**src/rtl/cdb_arbiter_pkg.sv**
```systemverilog
// Shared constants and helpers for the CDB arbiter and its result FIFOs.
package cdb_arbiter_pkg;

    localparam int ROB_SIZE_WIDTH = 4;

    localparam logic CDB_SRC_ALU = 1'b0;
    localparam logic CDB_SRC_LSB = 1'b1;

    // A producer may sample the stall one cycle late, so one slot stays free.
    function automatic logic near_full(input int unsigned cnt,
                                       input int unsigned depth);
        return cnt >= depth - 1;
    endfunction

endpackage

```
**src/rtl/cdb_fifo.sv**
```systemverilog
// Per-source result FIFO: push/pop/flush with an occupancy count.
// Pushes into a full FIFO are dropped; flush wins over push and pop.
module cdb_fifo
    import cdb_arbiter_pkg::*;
#(
    parameter int W     = 36,
    parameter int DEPTH = 4,
    localparam int AW   = $clog2(DEPTH)
) (
    input  logic          clk,
    input  logic          rst,
    input  logic          i_en,
    input  logic          i_flush,
    input  logic          i_push,
    input  logic          i_pop,
    input  logic [W-1:0]  i_din,
    output logic [W-1:0]  o_dout,
    output logic [AW:0]   o_count
);

    logic [W-1:0]  r_mem [DEPTH];
    logic [AW-1:0] r_rd;
    logic [AW-1:0] r_wr;
    logic [AW:0]   r_count;
    logic          w_push;
    logic          w_pop;

    assign w_push = i_push && (r_count != (AW+1)'(DEPTH));
    assign w_pop  = i_pop && (r_count != '0);

    always_ff @(posedge clk or negedge rst) begin
        if (!rst) begin
            r_rd    <= '0;
            r_wr    <= '0;
            r_count <= '0;
        end else if (i_en) begin
            if (i_flush) begin
                r_rd    <= '0;
                r_wr    <= '0;
                r_count <= '0;
            end else begin
                if (w_push) r_wr <= r_wr + 1'b1;
                if (w_pop)  r_rd <= r_rd + 1'b1;
                r_count <= r_count + (AW+1)'(w_push) - (AW+1)'(w_pop);
            end
        end
    end

    always_ff @(posedge clk) begin
        if (i_en && !i_flush && w_push) r_mem[r_wr] <= i_din;
    end

    assign o_dout  = r_mem[r_rd];
    assign o_count = r_count;

endmodule

```
**src/rtl/cdb_arbiter.sv**
```systemverilog
// Round-robin arbiter sharing one CDB between the ALU and the LSB.
// Define CDB_STATS_EN to add broadcast/conflict counters.
module cdb_arbiter
    import cdb_arbiter_pkg::*;
#(
    parameter int ROB_W = ROB_SIZE_WIDTH,
    parameter int DEPTH = 4
) (
    input  logic             clk,
    input  logic             rst,
    input  logic             rdy,
    input  logic             rob_clear,
    input  logic             alu_valid,
    input  logic [ROB_W-1:0] alu_rob_id,
    input  logic [31:0]      alu_value,
    output logic             alu_stall,
    input  logic             lsb_valid,
    input  logic [ROB_W-1:0] lsb_rob_id,
    input  logic [31:0]      lsb_value,
    output logic             lsb_stall,
    output logic             cdb_valid,
    output logic [ROB_W-1:0] cdb_rob_id,
    output logic [31:0]      cdb_value,
    output logic             cdb_src
`ifdef CDB_STATS_EN
    ,
    output logic [31:0]      stat_bcast,
    output logic [31:0]      stat_conflict
`endif
);

    localparam int W  = ROB_W + 32;
    localparam int CW = $clog2(DEPTH) + 1;

    logic [W-1:0]  w_alu_head;
    logic [W-1:0]  w_lsb_head;
    logic [W-1:0]  w_alu_in;
    logic [W-1:0]  w_lsb_in;
    logic [CW-1:0] w_alu_cnt;
    logic [CW-1:0] w_lsb_cnt;
    logic          w_alu_q;
    logic          w_lsb_q;
    logic          w_alu_cand;
    logic          w_lsb_cand;
    logic          w_both;
    logic          w_win_valid;
    logic          w_win_src;
    logic [W-1:0]  w_win_entry;
    logic          w_alu_byp;
    logic          w_lsb_byp;
    logic          w_alu_pop;
    logic          w_lsb_pop;
    logic          w_alu_push;
    logic          w_lsb_push;

    logic             r_last_grant;
    logic             r_cdb_valid;
    logic [ROB_W-1:0] r_cdb_rob_id;
    logic [31:0]      r_cdb_value;
    logic             r_cdb_src;

    assign w_alu_in = {alu_rob_id, alu_value};
    assign w_lsb_in = {lsb_rob_id, lsb_value};

    // Queued results take precedence over bypass to keep arrival order.
    assign w_alu_q    = (w_alu_cnt != '0);
    assign w_lsb_q    = (w_lsb_cnt != '0);
    assign w_alu_cand = w_alu_q | alu_valid;
    assign w_lsb_cand = w_lsb_q | lsb_valid;
    assign w_both     = w_alu_cand & w_lsb_cand;

    always_comb begin
        w_win_valid = w_alu_cand | w_lsb_cand;
        w_win_src   = CDB_SRC_ALU;
        if (w_both)
            w_win_src = ~r_last_grant;
        else if (w_lsb_cand)
            w_win_src = CDB_SRC_LSB;
        if (w_win_src == CDB_SRC_LSB)
            w_win_entry = w_lsb_q ? w_lsb_head : w_lsb_in;
        else
            w_win_entry = w_alu_q ? w_alu_head : w_alu_in;
    end

    assign w_alu_byp  = w_win_valid & (w_win_src == CDB_SRC_ALU) & ~w_alu_q;
    assign w_lsb_byp  = w_win_valid & (w_win_src == CDB_SRC_LSB) & ~w_lsb_q;
    assign w_alu_pop  = w_win_valid & (w_win_src == CDB_SRC_ALU) & w_alu_q;
    assign w_lsb_pop  = w_win_valid & (w_win_src == CDB_SRC_LSB) & w_lsb_q;
    assign w_alu_push = alu_valid & ~w_alu_byp;
    assign w_lsb_push = lsb_valid & ~w_lsb_byp;

    cdb_fifo #(.W(W), .DEPTH(DEPTH)) u_alu_fifo (
        .clk     (clk),
        .rst     (rst),
        .i_en    (rdy),
        .i_flush (rob_clear),
        .i_push  (w_alu_push),
        .i_pop   (w_alu_pop),
        .i_din   (w_alu_in),
        .o_dout  (w_alu_head),
        .o_count (w_alu_cnt)
    );

    cdb_fifo #(.W(W), .DEPTH(DEPTH)) u_lsb_fifo (
        .clk     (clk),
        .rst     (rst),
        .i_en    (rdy),
        .i_flush (rob_clear),
        .i_push  (w_lsb_push),
        .i_pop   (w_lsb_pop),
        .i_din   (w_lsb_in),
        .o_dout  (w_lsb_head),
        .o_count (w_lsb_cnt)
    );

    always_ff @(posedge clk or negedge rst) begin
        if (!rst) begin
            r_last_grant <= CDB_SRC_LSB;
            r_cdb_valid  <= 1'b0;
            r_cdb_rob_id <= '0;
            r_cdb_value  <= '0;
            r_cdb_src    <= CDB_SRC_ALU;
        end else if (rdy) begin
            if (rob_clear) begin
                r_cdb_valid <= 1'b0;
            end else begin
                r_cdb_valid <= w_win_valid;
                if (w_win_valid) begin
                    r_cdb_rob_id <= w_win_entry[W-1:32];
                    r_cdb_value  <= w_win_entry[31:0];
                    r_cdb_src    <= w_win_src;
                end
                if (w_both) r_last_grant <= w_win_src;
            end
        end
    end

    assign alu_stall  = near_full(32'(w_alu_cnt), DEPTH);
    assign lsb_stall  = near_full(32'(w_lsb_cnt), DEPTH);
    assign cdb_valid  = r_cdb_valid;
    assign cdb_rob_id = r_cdb_rob_id;
    assign cdb_value  = r_cdb_value;
    assign cdb_src    = r_cdb_src;

`ifdef CDB_STATS_EN
    logic [31:0] r_bcast;
    logic [31:0] r_conflict;

    always_ff @(posedge clk or negedge rst) begin
        if (!rst) begin
            r_bcast    <= '0;
            r_conflict <= '0;
        end else if (rdy) begin
            if (r_cdb_valid) r_bcast <= r_bcast + 32'd1;
            if (w_both && !rob_clear) r_conflict <= r_conflict + 32'd1;
        end
    end

    assign stat_bcast    = r_bcast;
    assign stat_conflict = r_conflict;
`else
    // statistics counters are compiled out
`endif

endmodule

```
**config.mk**
```make
export PLATFORM = sky130hd
export DESIGN_NAME = cdb_arbiter
export DESIGN_NICKNAME = d
export VERILOG_FILES = /design/src/rtl/cdb_arbiter_pkg.sv /design/src/rtl/cdb_fifo.sv /design/src/rtl/cdb_arbiter.sv
export SDC_FILE = /design/constraint.sdc
export NUM_CORES = 1
export LEC_CHECK = 0
export CAP_MARGIN = 10
export CORE_AREA = 4 4 130 226
export DETAILED_ROUTE_END_ITERATION = 7
export DIE_AREA = 0 0 134 230
export PLACE_DENSITY_LB_ADDON = 0.1
export SYNTH_ARGS = -nofsm -noshare
export SYNTH_HDL_FRONTEND = slang
export SYNTH_SLANG_ARGS = --single-unit
```
**constraint.sdc**
```tcl
create_clock -name clk -period 3.8 [get_ports clk]
set_input_delay 0.76 -clock clk [delete_from_list [all_inputs] [get_ports clk]]
set_output_delay 0.76 -clock clk [all_outputs]
set_load 0.02 [all_outputs]
```
==> flow_summary.toml <==
[status]
status = "completed"

[synthesis]
synth-edff-count = 288
synth-seq-area-share = 0.7169
syn-num-nets = 877
yosys_warnings = 0
async_flop_share = 0.1554
syn_area_per_cell_um2 = 17.77
synth_top_area_frac = 0.6215
ys_top_cells_by_area = "edfxtp_1, mux4_2, dfrtp_1"
synth_most_common_cell = "edfxtp_1"
syn_area_um2 = 13910
synth_common_cells = "edfxtp_1, nand2_1, mux4_2, dfrtp_1, nor2_1"
ys_seq_elements = 341
ys.flop_type = "edfxtp_1"
synth_cells = 783
netlist-cell-type-count = 42
synth_area_leader_cell = "edfxtp_1"

[routing]
via_count = 7777
drtAntennaViolNets = 0
wl_per_cell_um = 25.03
wirelength_mm = 33.21
first_iter_violations = 540
viasPerCell = 5.861
first_pass_iters = 5
drcViolationCount = 0

[die]
std_cell_rows = 81
ios = 118
die_area_um2 = 30820
die_x_um = 134
initial_core_util = 0.5029
core-area_um2 = 27670
die_y_um = 230

[placed_design]
gp_congestion = 0.7704
dp_hpwl_mm = 20.68
portBuffers = 117

[job]
drv_cap = 0

[worst_setup_path]
startpoint_type = "flip-flop"
cp.required_ns = 3.04
slowest_stage = "clkdlybuf4s50_1"
end_kind = "primary output"
path_class = "reg -> out"
path_buf_inv = 2
path_cells = "inv_1 > ha_1 > o21ai_0 > nand2_1 > clkdlybuf4s50_1"
crit_family = "buffers and inverters"
r2r_slack_ns = 1.12
cpPeakStageDelay_ns = 0.55
path_max_fanout = 6
crit_arrival_ns = 2.17

[finish]
num-fill-cells = 2079
layout-drive-gt1-share = 0.2023
syn2layout_area_growth_pct = 20.72
antenna_cells = 0
fin_nets = 1023

[power_and_ir_drop]
cellPowerDensity_nw_per_um2 = 697.0
total_leakage_power_nw = 5.570
vdd_drop_max_uv = 973.9

[global_route]
grt.total_usage = 0.2209
antenna_found_initial = 0
grt_pass1_wl_mm = 51.36
grt_overflow = 0
grt_max_degree = 74
grt_pass1_vias = 8609

[cts]
post_cts_resized = 0
cts_tree = "done"
clockBufferDepth = 3
cts_setup_buffers = 0
clk_pin_slew_worst_paths_ns = 0.07
clock_latency_ns = 0.57
cts_buffers = 31
h-tree-depth = 1
cts_root_buffer = "clkbuf_16"
holdBufCountCts = 0
cts.sinks = 341

[sta]
drv_slew = 0
period_needed_ns = 2.932
fmax_mhz = 341.0
worst_pin_slew_ns = 0.9303
fin_skew_ns = 0.02407
hold_viol = 0
fin_crit_sh = 0.7716
hold_ws_ns = 0.09808
max_slew_margin = 0.3798
finalSetupViolCount = 0
rsz0062_at_grt = "false"
finalSetupTns_ns = 0

[hold_path]
hold_path_class = "in -> async"
cells by family (layout without fill, tap and decap cells):
family	count (synthesis)	in the layout	share of synthesized area
AO/OA/AOI/OAI	101	101	0.06294
buffers and inverters	65	236	0.02104
flip-flops	341	341	0.7169
multiplexers	78	78	0.1210
adder cells (fa/ha/maj)	16	16	0.01547
AND/OR/NAND/NOR	179	179	0.06070
XOR/XNOR	3	3	0.001889
area by class of cell:
class | count | area (um^2) | share of cell area
Inverter | 18 | 67.56 | 0.004022
Tap cell | 373 | 466.7 | 0.02778
Clock inverter | 11 | 110.1 | 0.006555
Sequential cell | 341 | 9978 | 0.5940
Timing Repair Buffer | 160 | 1614 | 0.09609
Clock buffer | 47 | 885.9 | 0.05274
Multi-Input combinational cell | 377 | 3675 | 0.2188
per-layer routing:
layer / part of all wire / routed length (um) / global-route usage
met5: 0 / 0 / 0
met3: 0.053 / 1760 / 0.02977
met1: 0.36 / 12090 / 0.2651
met4: 0.043 / 1419 / 0.09427
met2: 0.54 / 17940 / 0.3972
registers in the layout, indices dropped and copies added (netlist names):
| register | flops |
|---|---|
| u_alu_fifo.r_mem | 144 |
| u_lsb_fifo.r_mem | 144 |
| cdb_value | 32 |
| cdb_rob_id | 4 |
| u_alu_fifo.o_count | 3 |
| u_lsb_fifo.o_count | 3 |
| u_alu_fifo.r_rd | 2 |
| u_alu_fifo.r_wr | 2 |
| u_lsb_fifo.r_rd | 2 |
| u_lsb_fifo.r_wr | 2 |
| cdb_src | 1 |
| cdb_valid | 1 |
| r_last_grant | 1 |
per-stage QoR:
stage / setup WS (ns) / instances / power [mW] / util / instance area (um^2)
after global placement: 0.4742 / 1269 / 8.646 / 0.5711 / 15800
after CTS: 0.8507 / 1327 / 11.84 / 0.6071 / 16800
after floorplan: 0.8310 / 783 / 7.253 / - / 13910
after detailed placement: 0.3953 / 1269 / 8.768 / 0.5711 / 15800
final: 0.8679 / 1327 / 11.71 / 0.6071 / 16800
after global routing: 0.8024 / 1327 / 12.32 / 0.6071 / 16800
worst paths after layout:
kind | cells past startpoint | start | end
setup reg to reg | 8 | u_alu_fifo.o_count[2]$_DFFE_PN0P_ | u_lsb_fifo.o_count[1]$_DFFE_PN0P_
min in group clk | 1 | cdb_valid$_DFFE_PN0P_ | cdb_valid$_DFFE_PN0P_
hold reg to reg | 1 | cdb_valid$_DFFE_PN0P_ | cdb_valid$_DFFE_PN0P_
max in group asynchronous | 2 | rst | r_last_grant$_DFFE_PN1P_
hold / removal | 1 | rst | cdb_value[8]$_DFFE_PN0P_
setup / recovery | 5 | u_alu_fifo.o_count[2]$_DFFE_PN0P_ | alu_stall
layout by cell type (no fill, tap or decap), types with 3 or more instances in the layout:
cell type / instances
clkinv_2: 5
mux4_2: 72
a211oi_2: 20
buf_12: 10
clkbuf_8: 5
a211oi_1: 17
nor2_1: 42
clkdlybuf4s50_1: 116
o22ai_1: 7
clkbuf_1: 11
xor2_1: 3
inv_1: 18
buf_4: 33
and2_1: 8
nor2b_1: 38
clkbuf_16: 31
edfxtp_1: 288
nand2_1: 78
mux2i_1: 4
o21ai_0: 8
a311oi_1: 36
ha_1: 14
dfrtp_1: 50
worst reg2reg max path: cells and delay by family (launching register included):
family                   cells  cell delay (ns)
buffers and inverters        2             0.12
adder cells (fa/ha/maj)      3             0.87
AND/OR/NAND/NOR              1             0.59
flip-flops                   1             0.48
AO/OA/AOI/OAI                2             0.51
where the power goes:
group / total (mW) / internal [mW] / switching, mW
clock: 3.06 / 1.74 / 1.32
sequential: 4.85 / 4.49 / 0.358
combinational: 3.80 / 1.68 / 2.11
total: 11.7 / 7.91 / 3.79
No activity file was read; power rests on OpenSTA's default activity.
